[src/rtl/eth_mac_pkg.sv]
// ---------------------------------------------------------------------------
// eth_mac_pkg
// Shared constants, the TX framer state encoding and a byte-wide reflected
// CRC-32 step function used by the Ethernet TX path.
// ---------------------------------------------------------------------------
`timescale 1ns/1ps
package eth_mac_pkg;

    localparam logic [7:0]  ETH_PREAMBLE   = 8'h55;
    localparam logic [7:0]  ETH_SFD        = 8'hD5;
    localparam logic [31:0] CRC32_POLY_REF = 32'hEDB88320;
    localparam logic [31:0] CRC32_INIT     = 32'hFFFFFFFF;

    // Payload length counter width; saturates at 2047.
    localparam int LEN_W = 11;

    typedef enum logic [2:0] {
        ST_IDLE,
        ST_PRE,
        ST_SFD,
        ST_DATA,
        ST_PAD,
        ST_FCS,
        ST_IFG
    } tx_state_t;

    // One byte of the LSB-first (reflected) CRC-32 update.
    function automatic logic [31:0] crc32_d8(input logic [31:0] crc,
                                             input logic [7:0]  data);
        logic [31:0] c;
        c = crc ^ {24'h000000, data};
        for (int i = 0; i < 8; i++) begin
            c = c[0] ? ((c >> 1) ^ CRC32_POLY_REF) : (c >> 1);
        end
        return c;
    endfunction

endpackage

[src/rtl/crc32_d8_gen.sv]
// ---------------------------------------------------------------------------
// crc32_d8_gen
// Running CRC-32 register, one byte per enabled clock.
// Ports:
//   clk    in   clock
//   rst_n  in   asynchronous active-low reset (register -> CRC32_INIT)
//   init   in   reload CRC32_INIT (has priority over en)
//   en     in   fold data into the running CRC this clock
//   data   in   8-bit byte to fold
//   crc_o  out  32-bit running CRC (not inverted)
// ---------------------------------------------------------------------------
`timescale 1ns/1ps
module crc32_d8_gen
    import eth_mac_pkg::*;
(
    input  logic        clk,
    input  logic        rst_n,
    input  logic        init,
    input  logic        en,
    input  logic [7:0]  data,
    output logic [31:0] crc_o
);

    logic [31:0] r_crc;
    logic [31:0] w_crc_next;

    assign w_crc_next = crc32_d8(r_crc, data);
    assign crc_o      = r_crc;

    always_ff @(posedge clk or negedge rst_n) begin
        if (!rst_n) begin
            r_crc <= CRC32_INIT;
        end else if (init) begin
            r_crc <= CRC32_INIT;
        end else if (en) begin
            r_crc <= w_crc_next;
        end
    end

endmodule

[src/rtl/eth_tx_framer.sv]
// ---------------------------------------------------------------------------
// eth_tx_framer
// Wraps a byte/valid/ack payload stream into a GMII-style frame:
// preamble, SFD, payload, zero pad to the minimum size, CRC-32 FCS and an
// inter-frame gap.
// Ports:
//   clk          in   TX clock
//   rst_n        in   asynchronous active-low reset
//   s_data_i     in   8   payload byte
//   s_valid_i    in   1   high for the whole payload, low ends it
//   s_ack_o      out  1   s_data_i consumed this clock (combinational)
//   txd_o        out  8   line byte (registered)
//   tx_en_o      out  1   line byte valid (registered)
//   tx_er_o      out  1   high on FCS bytes of an oversize frame (registered)
//   frame_cnt_o  out  16  completed frames, wrapping
// ---------------------------------------------------------------------------
`timescale 1ns/1ps
module eth_tx_framer
    import eth_mac_pkg::*;
#(
    parameter int PREAMBLE_LEN = 7,
    parameter int MIN_PAYLOAD  = 60,
    parameter int MAX_PAYLOAD  = 1514,
    parameter int IFG_CYCLES   = 12
)(
    input  logic        clk,
    input  logic        rst_n,
    input  logic [7:0]  s_data_i,
    input  logic        s_valid_i,
    output logic        s_ack_o,
    output logic [7:0]  txd_o,
    output logic        tx_en_o,
    output logic        tx_er_o,
    output logic [15:0] frame_cnt_o
);

    localparam logic [7:0]       PRE_LAST = 8'(PREAMBLE_LEN - 1);
    localparam logic [7:0]       IFG_LAST = 8'(IFG_CYCLES - 1);
    localparam logic [LEN_W-1:0] MIN_LEN  = LEN_W'(MIN_PAYLOAD);
    localparam logic [LEN_W-1:0] MAX_LEN  = LEN_W'(MAX_PAYLOAD);
    localparam logic [LEN_W-1:0] LEN_SAT  = '1;

    tx_state_t        r_state;
    tx_state_t        w_state_next;
    logic [7:0]       r_cnt;
    logic [LEN_W-1:0] r_len;
    logic             r_ovf;
    logic [7:0]       r_txd;
    logic             r_tx_en;
    logic             r_tx_er;
    logic [15:0]      r_frame_cnt;

    logic [7:0]       w_txd_next;
    logic             w_tx_en_next;
    logic             w_tx_er_next;
    logic             w_ack;
    logic             w_crc_init;
    logic             w_crc_en;
    logic [7:0]       w_crc_data;
    logic             w_len_inc;
    logic             w_ovf_set;
    logic             w_frame_done;
    logic [31:0]      w_crc;
    logic             w_len_short;
    logic             w_len_full;
    logic [7:0]       w_fcs_byte [4];

    // ------------------------------------------------------------------
    // CRC engine: re-armed every IDLE cycle so each frame starts clean.
    // ------------------------------------------------------------------
    crc32_d8_gen u_crc (
        .clk   (clk),
        .rst_n (rst_n),
        .init  (w_crc_init),
        .en    (w_crc_en),
        .data  (w_crc_data),
        .crc_o (w_crc)
    );

    // FCS is the complemented CRC, transmitted least significant byte first.
    for (genvar gi = 0; gi < 4; gi++) begin : g_fcs
        assign w_fcs_byte[gi] = ~w_crc[8*gi +: 8];
    end

    // With no minimum size there is never anything to pad.
    if (MIN_PAYLOAD == 0) begin : g_no_pad
        assign w_len_short = 1'b0;
    end else begin : g_pad
        assign w_len_short = (r_len < MIN_LEN);
    end

    // Bytes beyond the maximum are still acked so the sender drains.
    assign w_len_full = (r_len >= MAX_LEN);

    // ------------------------------------------------------------------
    // FSM: state register
    // ------------------------------------------------------------------
    always_ff @(posedge clk or negedge rst_n) begin
        if (!rst_n) begin
            r_state <= ST_IDLE;
        end else begin
            r_state <= w_state_next;
        end
    end

    // ------------------------------------------------------------------
    // FSM: next state
    // ------------------------------------------------------------------
    always_comb begin
        w_state_next = r_state;
        case (r_state)
            ST_IDLE: if (s_valid_i) w_state_next = ST_PRE;
            ST_PRE:  if (r_cnt == PRE_LAST) w_state_next = ST_SFD;
            ST_SFD, ST_DATA: begin
                if (s_valid_i)        w_state_next = ST_DATA;
                else if (w_len_short) w_state_next = ST_PAD;
                else                  w_state_next = ST_FCS;
            end
            ST_PAD:  if (!w_len_short) w_state_next = ST_FCS;
            ST_FCS:  if (r_cnt[1:0] == 2'd3) w_state_next = ST_IFG;
            ST_IFG:  if (r_cnt == IFG_LAST) w_state_next = ST_IDLE;
            default: w_state_next = ST_IDLE;
        endcase
    end

    // ------------------------------------------------------------------
    // FSM: outputs. "next" values are what the line shows one clock later.
    // ------------------------------------------------------------------
    always_comb begin
        w_txd_next   = r_txd;
        w_tx_en_next = r_tx_en;
        w_tx_er_next = r_tx_er;
        w_ack        = 1'b0;
        w_crc_init   = 1'b0;
        w_crc_en     = 1'b0;
        w_crc_data   = s_data_i;
        w_len_inc    = 1'b0;
        w_ovf_set    = 1'b0;
        w_frame_done = 1'b0;
        case (r_state)
            ST_IDLE: begin
                w_crc_init   = 1'b1;
                w_txd_next   = 8'h00;
                w_tx_en_next = 1'b0;
                w_tx_er_next = 1'b0;
                if (s_valid_i) begin
                    w_txd_next   = ETH_PREAMBLE;
                    w_tx_en_next = 1'b1;
                end
            end
            ST_PRE: begin
                w_txd_next = (r_cnt == PRE_LAST) ? ETH_SFD : ETH_PREAMBLE;
            end
            ST_SFD, ST_DATA: begin
                if (s_valid_i) begin
                    w_ack     = 1'b1;
                    w_len_inc = 1'b1;
                    if (w_len_full) begin
                        // Oversize: swallow the byte, the line holds its prior value.
                        w_ovf_set = 1'b1;
                    end else begin
                        w_txd_next = s_data_i;
                        w_crc_en   = 1'b1;
                    end
                end else if (w_len_short) begin
                    w_txd_next = 8'h00;
                    w_crc_data = 8'h00;
                    w_crc_en   = 1'b1;
                    w_len_inc  = 1'b1;
                end else begin
                    w_txd_next   = w_fcs_byte[0];
                    w_tx_er_next = r_ovf;
                end
            end
            ST_PAD: begin
                if (w_len_short) begin
                    w_txd_next = 8'h00;
                    w_crc_data = 8'h00;
                    w_crc_en   = 1'b1;
                    w_len_inc  = 1'b1;
                end else begin
                    w_txd_next   = w_fcs_byte[0];
                    w_tx_er_next = r_ovf;
                end
            end
            ST_FCS: begin
                if (r_cnt[1:0] == 2'd3) begin
                    w_txd_next   = 8'h00;
                    w_tx_en_next = 1'b0;
                    w_tx_er_next = 1'b0;
                    w_frame_done = 1'b1;
                end else begin
                    w_txd_next = w_fcs_byte[2'(r_cnt[1:0] + 2'd1)];
                end
            end
            ST_IFG: begin
                w_txd_next   = 8'h00;
                w_tx_en_next = 1'b0;
                w_tx_er_next = 1'b0;
            end
            default: ;
        endcase
    end

    // ------------------------------------------------------------------
    // Datapath registers
    // ------------------------------------------------------------------
    always_ff @(posedge clk or negedge rst_n) begin
        if (!rst_n) begin
            r_cnt       <= '0;
            r_len       <= '0;
            r_ovf       <= 1'b0;
            r_txd       <= 8'h00;
            r_tx_en     <= 1'b0;
            r_tx_er     <= 1'b0;
            r_frame_cnt <= 16'h0000;
        end else begin
            // Per-state cycle counter restarts on every state change.
            r_cnt <= (w_state_next != r_state) ? 8'h00 : r_cnt + 8'd1;

            if (r_state == ST_IDLE) begin
                r_len <= '0;
            end else if (w_len_inc && (r_len != LEN_SAT)) begin
                r_len <= r_len + 1'b1;
            end

            if (r_state == ST_IDLE) begin
                r_ovf <= 1'b0;
            end else if (w_ovf_set) begin
                r_ovf <= 1'b1;
            end

            r_txd   <= w_txd_next;
            r_tx_en <= w_tx_en_next;
            r_tx_er <= w_tx_er_next;

            if (w_frame_done) begin
                r_frame_cnt <= r_frame_cnt + 16'd1;
            end
        end
    end

    assign s_ack_o     = w_ack;
    assign txd_o       = r_txd;
    assign tx_en_o     = r_tx_en;
    assign tx_er_o     = r_tx_er;
    assign frame_cnt_o = r_frame_cnt;

endmodule
[config.mk]
export PLATFORM = sky130hd
export DESIGN_NAME = eth_tx_framer
export DESIGN_NICKNAME = d
export VERILOG_FILES = /design/src/rtl/eth_mac_pkg.sv /design/src/rtl/crc32_d8_gen.sv /design/src/rtl/eth_tx_framer.sv
export SDC_FILE = /design/constraint.sdc
export NUM_CORES = 1
export LEC_CHECK = 0
export CAP_MARGIN = 20
export CORE_MARGIN = 5
export CORE_UTILIZATION = 59
export CTS_CLUSTER_DIAMETER = 100
export DETAILED_ROUTE_END_ITERATION = 6
export PLACE_DENSITY = 0.8
export SKIP_CTS_REPAIR_TIMING = 1
export SLEW_MARGIN = 40
export SYNTH_ARGS = -nofsm -noshare
export SYNTH_HDL_FRONTEND = slang
export SYNTH_SLANG_ARGS = --single-unit
[constraint.sdc]
create_clock -name clk -period 2.7 [get_ports clk]
set_input_delay 0.405 -clock clk [delete_from_list [all_inputs] [get_ports clk]]
set_output_delay 0.405 -clock clk [all_outputs]
set_load 0.005 [all_outputs]
==> run_results.csv <==
group,metric,value,unit
clock_network,cts.sinks,81,
floorplan,ios,38,
yosys,synth.avg_cell_area,10.18,um^2
finish,finalNetCount,559,
min_path,hold_path_class,"in2async",
finish,n_fill_cell,590,
routing,drc,0,
power,switchingPower,3756,uW
yosys,ys.flop_type,"dfrtp_1",
critical_path,worst_setup_path_start_kind,"flop",
power,seqPwrFrac,25.5,%
sta,max_freq,390.6,MHz
critical_path,r2r_start,"r_len[7]",
global_routing,antenna_found_initial,0,
clock_network,cts-root-buf,"clkbuf_8",
routing,drtPass1Iterations,4,
critical_path,r2r_setup_slack,0.14,ns
yosys,syn_inst,482,
critical_path,worstPathRequired,2.98,ns
finish,area_growth,19.03,%
yosys,ys_ff_latch,81,
critical_path,crit_path_end_kind,"flop",
sta,final-setup-viol-count,0,
global_routing,grt_max_degree,61,
sta,grt_setup_unrepaired,"false",
critical_path,worstRegToRegCells,10,
routing,vias_per_cell,5.954,
flow_run,drv_cap,0,
finish,drive_gt1_share,20.95,%
status,status,"complete, no violations",
place,place_area,5562,um^2
power,netSwitchingFraction,42.82,%
sta,holdWs,0.002242,ns
sta,relSlewSlack,48.28,%
floorplan,initial_utilization,59.99,%
clock_network,clk_pin_slew,0.08,ns
power,combPwrFrac,62.8,%
place,dp_hpwl,8656,um
power,p_int,5016,uW
routing,drt-initial-drc-count,302,
floorplan,coreArea,8175,um^2
sta,drv_slew,0,
clock_network,htreeDepth,3,
routing,postRouteWirelength,11990,um
routing,wl_per_cell,18.33,um
finish,layout_commonest_cell,"nor2_1",
clock_network,insertion_delay,0.36,ns
global_routing,grt_pass1_vias,3899,
yosys,synthDistinctLibCells,51,
finish,seq_area,2067,um^2
power,power,8772,uW
finish,multi_input_area,2725,um^2
finish,stdcell_area,5838,um^2
yosys,syn_area,4905,um^2
yosys,ys_async_sr_fraction,100.0,%
power,leakagePower,0.002409,uW
sta,finalCritPeriodShare,94.82,%
global_routing,grt_use_total,24.70,%
yosys,synth_edf_count,0,
global_routing,grt-ovfl-total,0,
sta,tightest_slew,0.7706,ns
finish,mostFrequentLayoutCells,"67 x nor2_1, 57 x xnor2_1, 49 x dfrtp_1",
yosys,synth_fp_nets,497,
power,pwr-share-clk,11.8,%
clock_network,cts-buffers-inserted,9,
finish,diodes,0,
sta,hold_viol_final,0,
floorplan,die_area,10240,um^2
power,p_per_area,1503,nW/um^2
critical_path,timing.rr.end,"u_crc.crc_o[18]",
sta,skew,0.008493,ns
power,ir_drop,0.001096,V
routing,ant_nets,0,
yosys,yosys_warnings,0,
global_routing,grt_pass1_wl,19820,um
critical_path,path_class,"reg2reg",
critical_path,critPathArrivalTime,2.84,ns
routing,dr_total_vias,3894,
floorplan,die_w,101.2,um
floorplan,num_rows,33,
place,port_buffers,37,
clock_network,clockBufferDepth,2,
yosys,yosysSeqAreaShare,42.14,%
sta,fin_crit,2.560,ns
clock_network,cts_tree,"done",
critical_path,worstPathMaxFanout,6,
floorplan,die_y,101.2,um
place,gp_congestion,0.9103,
## metal layers
metal	vias to the layer above	track usage (%)	routed length, um
met5	-	0	0
met4	0	7.464	182
met3	18	4.132	589
met2	116	40.24	5892
met1	1954	34.11	5324
li1	1806	-	-
## worst max-delay path by stage
stage / start / end / cells after the start
6_report: r_len[7] / u_crc.crc_o[18] / 10
5_1_grt: r_len[7] / u_crc.crc_o[14] / 10
4_1_cts: r_len[9] / u_crc.crc_o[18] / 8
3_5_place_dp: s_valid_i / u_crc.crc_o[23] / 9
3_3_place_gp: s_valid_i / u_crc.crc_o[23] / 9
2_1_floorplan: r_state[2] / u_crc.crc_o[18] / 9
## cells in the mapped netlist, types with 4 or more instances
cell      instances  area share (%)
mux2i_1           4            0.82
buf_1             5            0.38
nand4_1          12             1.5
a21oi_1          40             4.1
xor2_1           34             6.1
mux4_2            8             3.7
and3_1           11             1.4
a22o_1            5            0.89
dfrtp_1          49              25
nand2_1          25             1.9
ha_1              4             1.0
o221ai_1          9             1.6
nand3_1          12             1.2
o21ai_0          11             1.1
inv_1             6            0.46
nor2_1           67             5.1
a31oi_1           5            0.64
nand2b_1         15             1.9
clkbuf_1         13            0.99
xor2_2            4             1.3
dfstp_2          32              17
xnor2_1          59              11
## logic make-up (layout without fill, tap and decap cells)
| group | after synthesis | after routing | share of synthesized area, % |
|---|---|---|---|
| compound gates | 92 | 92 | 13.42 |
| xor+xnor | 101 | 101 | 19.75 |
| fa+ha+maj | 4 | 4 | 1.020 |
| buf+inv | 31 | 98 | 2.602 |
| flops | 81 | 81 | 42.14 |
| mux | 14 | 14 | 4.949 |
| simple gates | 159 | 159 | 16.12 |
## through the flow
step	setup WS, ns	utilization [%]	TNS, ns	cells
6_report	0.1397	71.41	0	654
5_1_grt	0.02417	71.41	0	654
4_1_cts	0.06941	70.91	0	651
3_5_place_dp	-0.02191	68.03	-0.03706	635
3_3_place_gp	0.05318	68.03	0	635
2_1_floorplan	0.2522	-	0	482
## area by class of cell
| class | instances | share of cell area, % |
|---|---|---|
| Multi-Input combinational cell | 370 | 46.68 |
| Timing Repair Buffer | 74 | 11.12 |
| Inverter | 8 | 0.5144 |
| Clock inverter | 6 | 1.672 |
| Tap cell | 105 | 2.250 |
| Sequential cell | 81 | 35.41 |
| Clock buffer | 10 | 2.357 |
## flip-flops by register name, indices dropped and copies added (netlist names)
register	flops
frame_cnt_o	16
r_cnt	8
r_len	11
r_ovf	1
r_state	3
tx_en_o	1
tx_er_o	1
txd_o	8
u_crc.crc_o	32
## worst max-delay path: stages, from the launching register on
cell      delay (ns)
dfrtp_1         0.46
nor4_4          0.26
buf_4           0.18
o2111a_1        0.24
buf_4           0.18
o221ai_2        0.16
xor2_2          0.20
buf_4           0.18
xnor2_2         0.29
xor2_1          0.21
a21oi_1         0.10
## power groups by stage
stage | Clock [uW] | Sequential [uW] | Combinational, uW
after floorplan | 0 | 2080 | 3970
after global placement | 0 | 2210 | 5160
after detailed placement | 0 | 2240 | 5300
after CTS | 1060 | 2220 | 5380
after global routing | 1100 | 2280 | 5960
final | 1030 | 2240 | 5500
Power figures use the tool's default switching activity.
